===== src/rtl/riscv_dbg_pkg.sv =====
// Shared encodings and helpers for the register-file probe monitor.
// Counter and register-index widths live here so every file agrees on them.
package riscv_dbg_pkg;

  localparam int REG_IDX_W = 5;
  localparam int CNT_W     = 32;

  typedef enum logic [1:0] {
    MON_IDLE    = 2'd0,
    MON_RUN     = 2'd1,
    MON_HALTED  = 2'd2,
    MON_TIMEOUT = 2'd3
  } mon_state_e;

  // Increment that sticks at all-ones instead of wrapping.
  function automatic logic [CNT_W-1:0] sat_inc(input logic [CNT_W-1:0] v);
    return (v == '1) ? v : v + CNT_W'(1);
  endfunction

endpackage


===== src/rtl/rf_probe_monitor_if.sv =====
// Write-back snoop bus: the core (master) drives it, the monitor (slave) listens.
interface rf_probe_monitor_if
  import riscv_dbg_pkg::*;
#(
  parameter int XLEN = 32
);

  logic                 wb_we;
  logic [REG_IDX_W-1:0] wb_rd;
  logic [XLEN-1:0]      wb_data;
  logic                 retire_valid;

  modport master (output wb_we, output wb_rd, output wb_data, output retire_valid);
  modport slave  (input  wb_we, input  wb_rd, input  wb_data, input  retire_valid);

endinterface


===== src/rtl/probe_slot.sv =====
// One shadow register: captures write-back data aimed at REG_IDX while enabled,
// and remembers that it has been written since the last reset/clear.
module probe_slot
  import riscv_dbg_pkg::*;
#(
  parameter int XLEN    = 32,
  parameter int REG_IDX = 1
) (
  input  logic                 clk,
  input  logic                 reset,
  input  logic                 clr,
  input  logic                 cap_en,
  input  logic                 wb_we,
  input  logic [REG_IDX_W-1:0] wb_rd,
  input  logic [XLEN-1:0]      wb_data,
  output logic [XLEN-1:0]      value,
  output logic                 written
);

  localparam logic [REG_IDX_W-1:0] IDX = REG_IDX_W'(REG_IDX);

  logic            hit;
  logic [XLEN-1:0] value_d, value_q;
  logic            written_d, written_q;

  always_comb begin
    // x0 is never shadowed even if the window happens to start at 0.
    hit       = cap_en && wb_we && (wb_rd == IDX) && (wb_rd != '0);
    value_d   = value_q;
    written_d = written_q;
    if (clr) begin
      value_d   = '0;
      written_d = 1'b0;
    end else if (hit) begin
      value_d   = wb_data;
      written_d = 1'b1;
    end
  end

  always_ff @(posedge clk or negedge reset) begin
    if (!reset) begin
      value_q   <= '0;
      written_q <= 1'b0;
    end else begin
      value_q   <= value_d;
      written_q <= written_d;
    end
  end

  assign value   = value_q;
  assign written = written_q;

endmodule


===== src/rtl/rf_probe_monitor.sv =====
// Register-file probe monitor: shadows a window of architectural registers and
// flags program completion (retire idle) or runaway (cycle timeout).
module rf_probe_monitor
  import riscv_dbg_pkg::*;
#(
  parameter int XLEN           = 32,
  parameter int NUM_PROBE      = 6,
  parameter int PROBE_BASE     = 1,
  parameter int IDLE_LIMIT     = 16,
  parameter int TIMEOUT_CYCLES = 1000
) (
  input  logic                      clk,
  input  logic                      reset,
  input  logic                      clr,
  rf_probe_monitor_if.slave         wb,
  output logic [NUM_PROBE*XLEN-1:0] probe_regs,
  output logic [NUM_PROBE-1:0]      probe_written,
  output logic [CNT_W-1:0]          cycle_count,
  output logic [CNT_W-1:0]          retire_count,
  output logic [1:0]                mon_state,
  output logic                      done,
  output logic                      timeout
);

  localparam int                IDLE_W   = $clog2(IDLE_LIMIT + 1);
  localparam logic [IDLE_W-1:0] IDLE_MAX = IDLE_W'(IDLE_LIMIT);
  localparam logic [CNT_W-1:0]  TO_CNT   = CNT_W'(TIMEOUT_CYCLES);

  mon_state_e        state_d, state_q;
  logic [CNT_W-1:0]  cycle_d, cycle_q;
  logic [CNT_W-1:0]  retire_d, retire_q;
  logic [IDLE_W-1:0] idle_d, idle_q;
  logic              done_d, done_q;
  logic              timeout_d, timeout_q;
  logic              cap_en;

  always_comb begin
    state_d  = state_q;
    cycle_d  = cycle_q;
    retire_d = retire_q;
    idle_d   = idle_q;
    if (clr) begin
      state_d  = MON_IDLE;
      cycle_d  = '0;
      retire_d = '0;
      idle_d   = '0;
    end else begin
      case (state_q)
        MON_IDLE: begin
          // The first retiring cycle is already cycle 1 of the run.
          if (wb.retire_valid) begin
            state_d  = MON_RUN;
            cycle_d  = CNT_W'(1);
            retire_d = CNT_W'(1);
            idle_d   = '0;
          end
        end
        MON_RUN: begin
          cycle_d = sat_inc(cycle_q);
          if (wb.retire_valid) begin
            retire_d = sat_inc(retire_q);
            idle_d   = '0;
          end else if (idle_q != IDLE_MAX) begin
            idle_d = idle_q + IDLE_W'(1);
          end
          // Timeout is checked first so it wins a same-cycle tie with halt.
          if (cycle_d == TO_CNT) begin
            state_d = MON_TIMEOUT;
          end else if (idle_d == IDLE_MAX) begin
            state_d = MON_HALTED;
          end
        end
        default: ;
      endcase
    end
    done_d    = (state_d == MON_HALTED);
    timeout_d = (state_d == MON_TIMEOUT);
  end

  always_ff @(posedge clk or negedge reset) begin
    if (!reset) begin
      state_q   <= MON_IDLE;
      cycle_q   <= '0;
      retire_q  <= '0;
      idle_q    <= '0;
      done_q    <= 1'b0;
      timeout_q <= 1'b0;
    end else begin
      state_q   <= state_d;
      cycle_q   <= cycle_d;
      retire_q  <= retire_d;
      idle_q    <= idle_d;
      done_q    <= done_d;
      timeout_q <= timeout_d;
    end
  end

  // Shadows freeze once a terminal state is reached, keeping a final snapshot.
  assign cap_en = (state_q == MON_IDLE) || (state_q == MON_RUN);

  for (genvar gi = 0; gi < NUM_PROBE; gi++) begin : g_slot
    probe_slot #(
      .XLEN    (XLEN),
      .REG_IDX (PROBE_BASE + gi)
    ) u_slot (
      .clk     (clk),
      .reset   (reset),
      .clr     (clr),
      .cap_en  (cap_en),
      .wb_we   (wb.wb_we),
      .wb_rd   (wb.wb_rd),
      .wb_data (wb.wb_data),
      .value   (probe_regs[gi*XLEN +: XLEN]),
      .written (probe_written[gi])
    );
  end

  assign cycle_count  = cycle_q;
  assign retire_count = retire_q;
  assign mon_state    = state_q;
  assign done         = done_q;
  assign timeout      = timeout_q;

endmodule


===== src/flat_wrapper.sv =====
// flat-port wrapper written by rule: the top's interface ports become plain ports
module rf_probe_monitor_flat import riscv_dbg_pkg::*;
#(
  parameter int XLEN           = 32,
  parameter int NUM_PROBE      = 6,
  parameter int PROBE_BASE     = 1,
  parameter int IDLE_LIMIT     = 16,
  parameter int TIMEOUT_CYCLES = 1000
)
  (clk, reset, clr, probe_regs, probe_written, cycle_count, retire_count, mon_state, done, timeout, wb_wb_we, wb_wb_rd, wb_wb_data, wb_retire_valid);
  rf_probe_monitor_if #(.XLEN(XLEN)) wb_i ();
  input  logic clk;
  input  logic reset;
  input  logic clr;
  output logic [NUM_PROBE*XLEN-1:0] probe_regs;
  output logic [NUM_PROBE-1:0] probe_written;
  output logic [CNT_W-1:0] cycle_count;
  output logic [CNT_W-1:0] retire_count;
  output logic [1:0] mon_state;
  output logic done;
  output logic timeout;
  input wire logic [$bits(wb_i.wb_we)-1:0] wb_wb_we;
  input wire logic [$bits(wb_i.wb_rd)-1:0] wb_wb_rd;
  input wire logic [$bits(wb_i.wb_data)-1:0] wb_wb_data;
  input wire logic [$bits(wb_i.retire_valid)-1:0] wb_retire_valid;
  assign wb_i.wb_we = wb_wb_we;
  assign wb_i.wb_rd = wb_wb_rd;
  assign wb_i.wb_data = wb_wb_data;
  assign wb_i.retire_valid = wb_retire_valid;
  rf_probe_monitor #(.XLEN(XLEN), .NUM_PROBE(NUM_PROBE), .PROBE_BASE(PROBE_BASE), .IDLE_LIMIT(IDLE_LIMIT), .TIMEOUT_CYCLES(TIMEOUT_CYCLES)) u_core (.clk(clk), .reset(reset), .clr(clr), .wb(wb_i), .probe_regs(probe_regs), .probe_written(probe_written), .cycle_count(cycle_count), .retire_count(retire_count), .mon_state(mon_state), .done(done), .timeout(timeout));
endmodule

===== config.mk =====
export PLATFORM = sky130hd
export DESIGN_NAME = rf_probe_monitor_flat
export DESIGN_NICKNAME = d
export VERILOG_FILES = /design/src/rtl/riscv_dbg_pkg.sv /design/src/rtl/rf_probe_monitor_if.sv /design/src/rtl/probe_slot.sv /design/src/rtl/rf_probe_monitor.sv /design/src/flat_wrapper.sv
export SDC_FILE = /design/constraint.sdc
export NUM_CORES = 1
export LEC_CHECK = 0
export CAP_MARGIN = 5
export CORE_MARGIN = 2
export CORE_UTILIZATION = 40
export DETAILED_ROUTE_END_ITERATION = 8
export GPL_TIMING_DRIVEN = 0
export PLACE_DENSITY = 0.67
export SETUP_SLACK_MARGIN = 0.02
export SYNTH_ARGS = -nofsm -noshare
export SYNTH_HDL_FRONTEND = slang
export SYNTH_SLANG_ARGS = --single-unit

===== constraint.sdc =====
create_clock -name clk -period 7.61 [get_ports clk]
set_input_delay 1.522 -clock clk [delete_from_list [all_inputs] [get_ports clk]]
set_output_delay 1.522 -clock clk [all_outputs]
set_load 0.03 [all_outputs]

==> results.tsv, run 1 <==
metric	value	unit
status	complete, no violations	
grt_pass1_wl	68.8	mm
ys_seq_elements	271	
power_leakage	6.85	nW
setup_ws	3.24	ns
cp.arrival	4.86	ns
detail-route-antenna-nets	0	
drive_gt1_share	5.14	%
swShare	24.5	%
comb_power_share	6.6	%
synthesis.nets	1487	
avgViaCountPerCell	5.39	
yosysSeqAreaShare	54.1	%
r2r-start	u_core.cycle_count[10]$_DFFE_PN0P_	
vdd_drop_max	0.204	mV
power_switching	772	µW
final_cell_count_no_fill	2205	
pre_cts_ws	2.71	ns
path_max_fanout	10	
wl_per_cell	19.6	µm
clock-sinks	271	
hold_ws	0.496	ns
slew_headroom	14.3	%
drt_iter0_markers	800	
ys_warn_count	0	
fin_skew	0.0129	ns
clk_path_buf_depth	3	
pwr-share-clk	47.0	%
portBuffers	307	
synth_edf_count	0	
grt_pass1_vias	11800	
async_reset_ff_share	100	%
cts_tree	built	
cts_hold_buf	0	
hold_viol	0	
fin_crit_sh	57.4	%
cts_htree_levels	1	
start_util	40.8	%
syn_to_final_growth	37.1	%
worstMarginPinSlew	1.28	ns
place_inst	2146	
clk-insertion-delay-late	0.57	ns
nFillCells	2815	
core_region_area	30700	µm²
drc	0	
pin_count	308	
post_cts_buffers	0	
p_int	2.38	mW
mostFrequentLayoutCell	nand2_1	
grt_overflow	0	
hold_class	reg -> reg	
rsz0062_at_grt	no	
rows	64	
seq_power_share	46.4	%
die_w	181	µm
cts_root_buf	clkbuf_16	
synth_area	12500	µm²
cts.clk_slew.worst_paths	0.06	ns
p_per_area	184	nW/µm²
finalSetupViolations	0	
wl	43.3	mm
final_cell_mix	444 x nand2_1, 306 x clkdlybuf4s50_1, 271 x dfrtp_1, 208 x a21oi_1, 94 x clkbuf_1	
path_class	in -> reg	
die_height	181	µm
synth.area.top_cells	dfrtp_1 54%, nand2_1 13%, a21oi_1 8.3%, clkbuf_1 2.6%, o21ai_0 2.3%	
max_freq	229	MHz
yosys.cell_types.count	64	
postCtsResizedCells	0	
die_area	32800	µm²
crit_start	wb_wb_rd[3]	
grt_usage	26.3	%
numCtsBuffers	31	
finalCoreUtilization	55.9	%
min_period	4.37	ns
ys.flop_type	dfrtp_1	
setup.worst_path.end_class	register	
routabilityCongestion	0.891	
synth_area_per_cell	8.70	µm²
cp-start-kind	input port	
netlist.area_leader.share	54.1	%
hpwl	31.1	mm
drt_pre_antenna_iters	7	
layout.nets	1829	
antenna_found_initial	1	
hp-start	u_core.g_slot[4].u_slot.written$_DFFE_PN0P_	
max-cap-violations	0	
slew_violations	0	
post-synth-top-area-cell	dfrtp_1	
netlist_instances	1441	
vias	11900	
worstPathRequired	8.10	ns
grt_max_degree	112	
## layout make-up
class / instances / area, µm² / share of cell area (%)
sequential: 271 / 6780 / 39.4
multi-input combinational: 1048 / 5260 / 30.6
timing repair buffer: 309 / 3130 / 18.2
clock buffer: 42 / 867 / 5.04
tap: 396 / 495 / 2.88
buffer: 107 / 440 / 2.56
clock inverter: 16 / 153 / 0.888
inverter: 15 / 56.3 / 0.327
antenna: 1 / 2.50 / 0.0146
## synth_stat cells, types with 5 or more instances
cell,instances
nand2_1,444
dfrtp_1,271
a21oi_1,208
clkbuf_1,88
nor2_1,73
o21ai_0,58
nand3_1,26
nand4_1,21
o31ai_1,20
xnor2_1,17
inv_1,15
xor2_1,15
nor3_1,14
a31oi_1,13
and3_1,12
buf_2,12
and2_1,8
nor2b_1,8
or4_1,8
and4_1,7
a211oi_1,6
buf_4,6
nand2b_1,5
## flip-flops by register name (all words and copies together), names as in the netlist
register / flops
u_core.g_slot.u_slot.value: 192
u_core.cycle_count: 32
u_core.retire_count: 32
u_core.g_slot.u_slot.written: 6
u_core.idle_q: 5
u_core.mon_state: 2
u_core.done: 1
u_core.timeout: 1
## metrics by stage
step	power (mW)	TNS [ns]	area, µm²
after floorplan	1.57	0	12500
after global placement	1.70	-1883.63	16100
after detailed placement	1.70	0	16200
after CTS	3.19	0	17200
after global routing	3.28	0	17200
final	3.16	0	17200
## critical path, cell delays in order
cell             delay (ns)
clkdlybuf4s50_1        0.39
nor4b_1                1.00
nand2_1                0.26
nor3_1                 0.84
clkbuf_1               0.49
nand2_1                0.19
a21oi_1                0.16
## per-layer routing
layer | track usage [%] | share of wire [%]
met5 | 0 | 0
met4 | 9.85 | 4.1
met3 | 5.85 | 7.0
met2 | 41.8 | 46
met1 | 35.5 | 43
## cells by family (layout without fill, tap and decap cells)
kind of cell	after synthesis	after routing	synth area share (%)
AND/OR/NAND/NOR	666	666	23.7
AO/OA/AOI/OAI	343	343	15.4
flip-flops	271	271	54.1
buffers and inverters	122	489	3.96
XOR/XNOR	32	32	2.23
adder cells (fa/ha/maj)	4	4	0.399
multiplexers	3	3	0.259
other	0	1	0
## final timing paths
kind	endpoint	slack (ns)	cells past startpoint
setup / recovery	u_core.g_slot[0].u_slot.value[11]$_DFFE_PN0P_	3.24	7
hold / removal	u_core.g_slot[4].u_slot.written$_DFFE_PN0P_	0.50	2
setup reg to reg	u_core.done$_DFF_PN0_	3.63	9
hold reg to reg	u_core.g_slot[4].u_slot.written$_DFFE_PN0P_	0.50	2
max in group asynchronous	u_core.g_slot[3].u_slot.value[18]$_DFFE_PN0P_	5.77	2
min in group asynchronous	u_core.retire_count[19]$_DFFE_PN0P_	0.92	1
## power groups by stage
stage               registers [mW]  logic (mW)  clock network [mW]
finish                        1.46       0.209                1.48
detailed placement            1.49       0.211                   0
global route                  1.47       0.230                1.58
floorplan                     1.51      0.0659                   0
CTS                           1.46       0.212                1.51
global placement              1.49       0.206                   0
Power figures use the tool's default switching activity.
==> run 2: changes to the inputs <==
Clock period 7.61 ns to 4.4 ns, I/O delays scaled along.
==> results of run 2 <==
The final DEF is identical to that of run 1. Status: complete, no violations.
Among the figures that moved: setup slack after placement 2.71 ns -> 0.139 ns; setup slack after layout 3.24 ns -> 0.418 ns; hold slack 0.496 ns -> 0.274 ns; start point of the critical path wb_wb_rd[3] -> u_core.cycle_count[10]$_DFFE_PN0P_; end point of the critical path u_core.g_slot[0].u_slot.value[11]$_DFFE_PN0P_ -> u_core.done$_DFF_PN0_; register-to-register setup slack 3.63 ns -> 0.42 ns; total power 3.16 mW -> 5.46 mW; worst IR drop on VDD 0.204 mV -> 0.352 mV
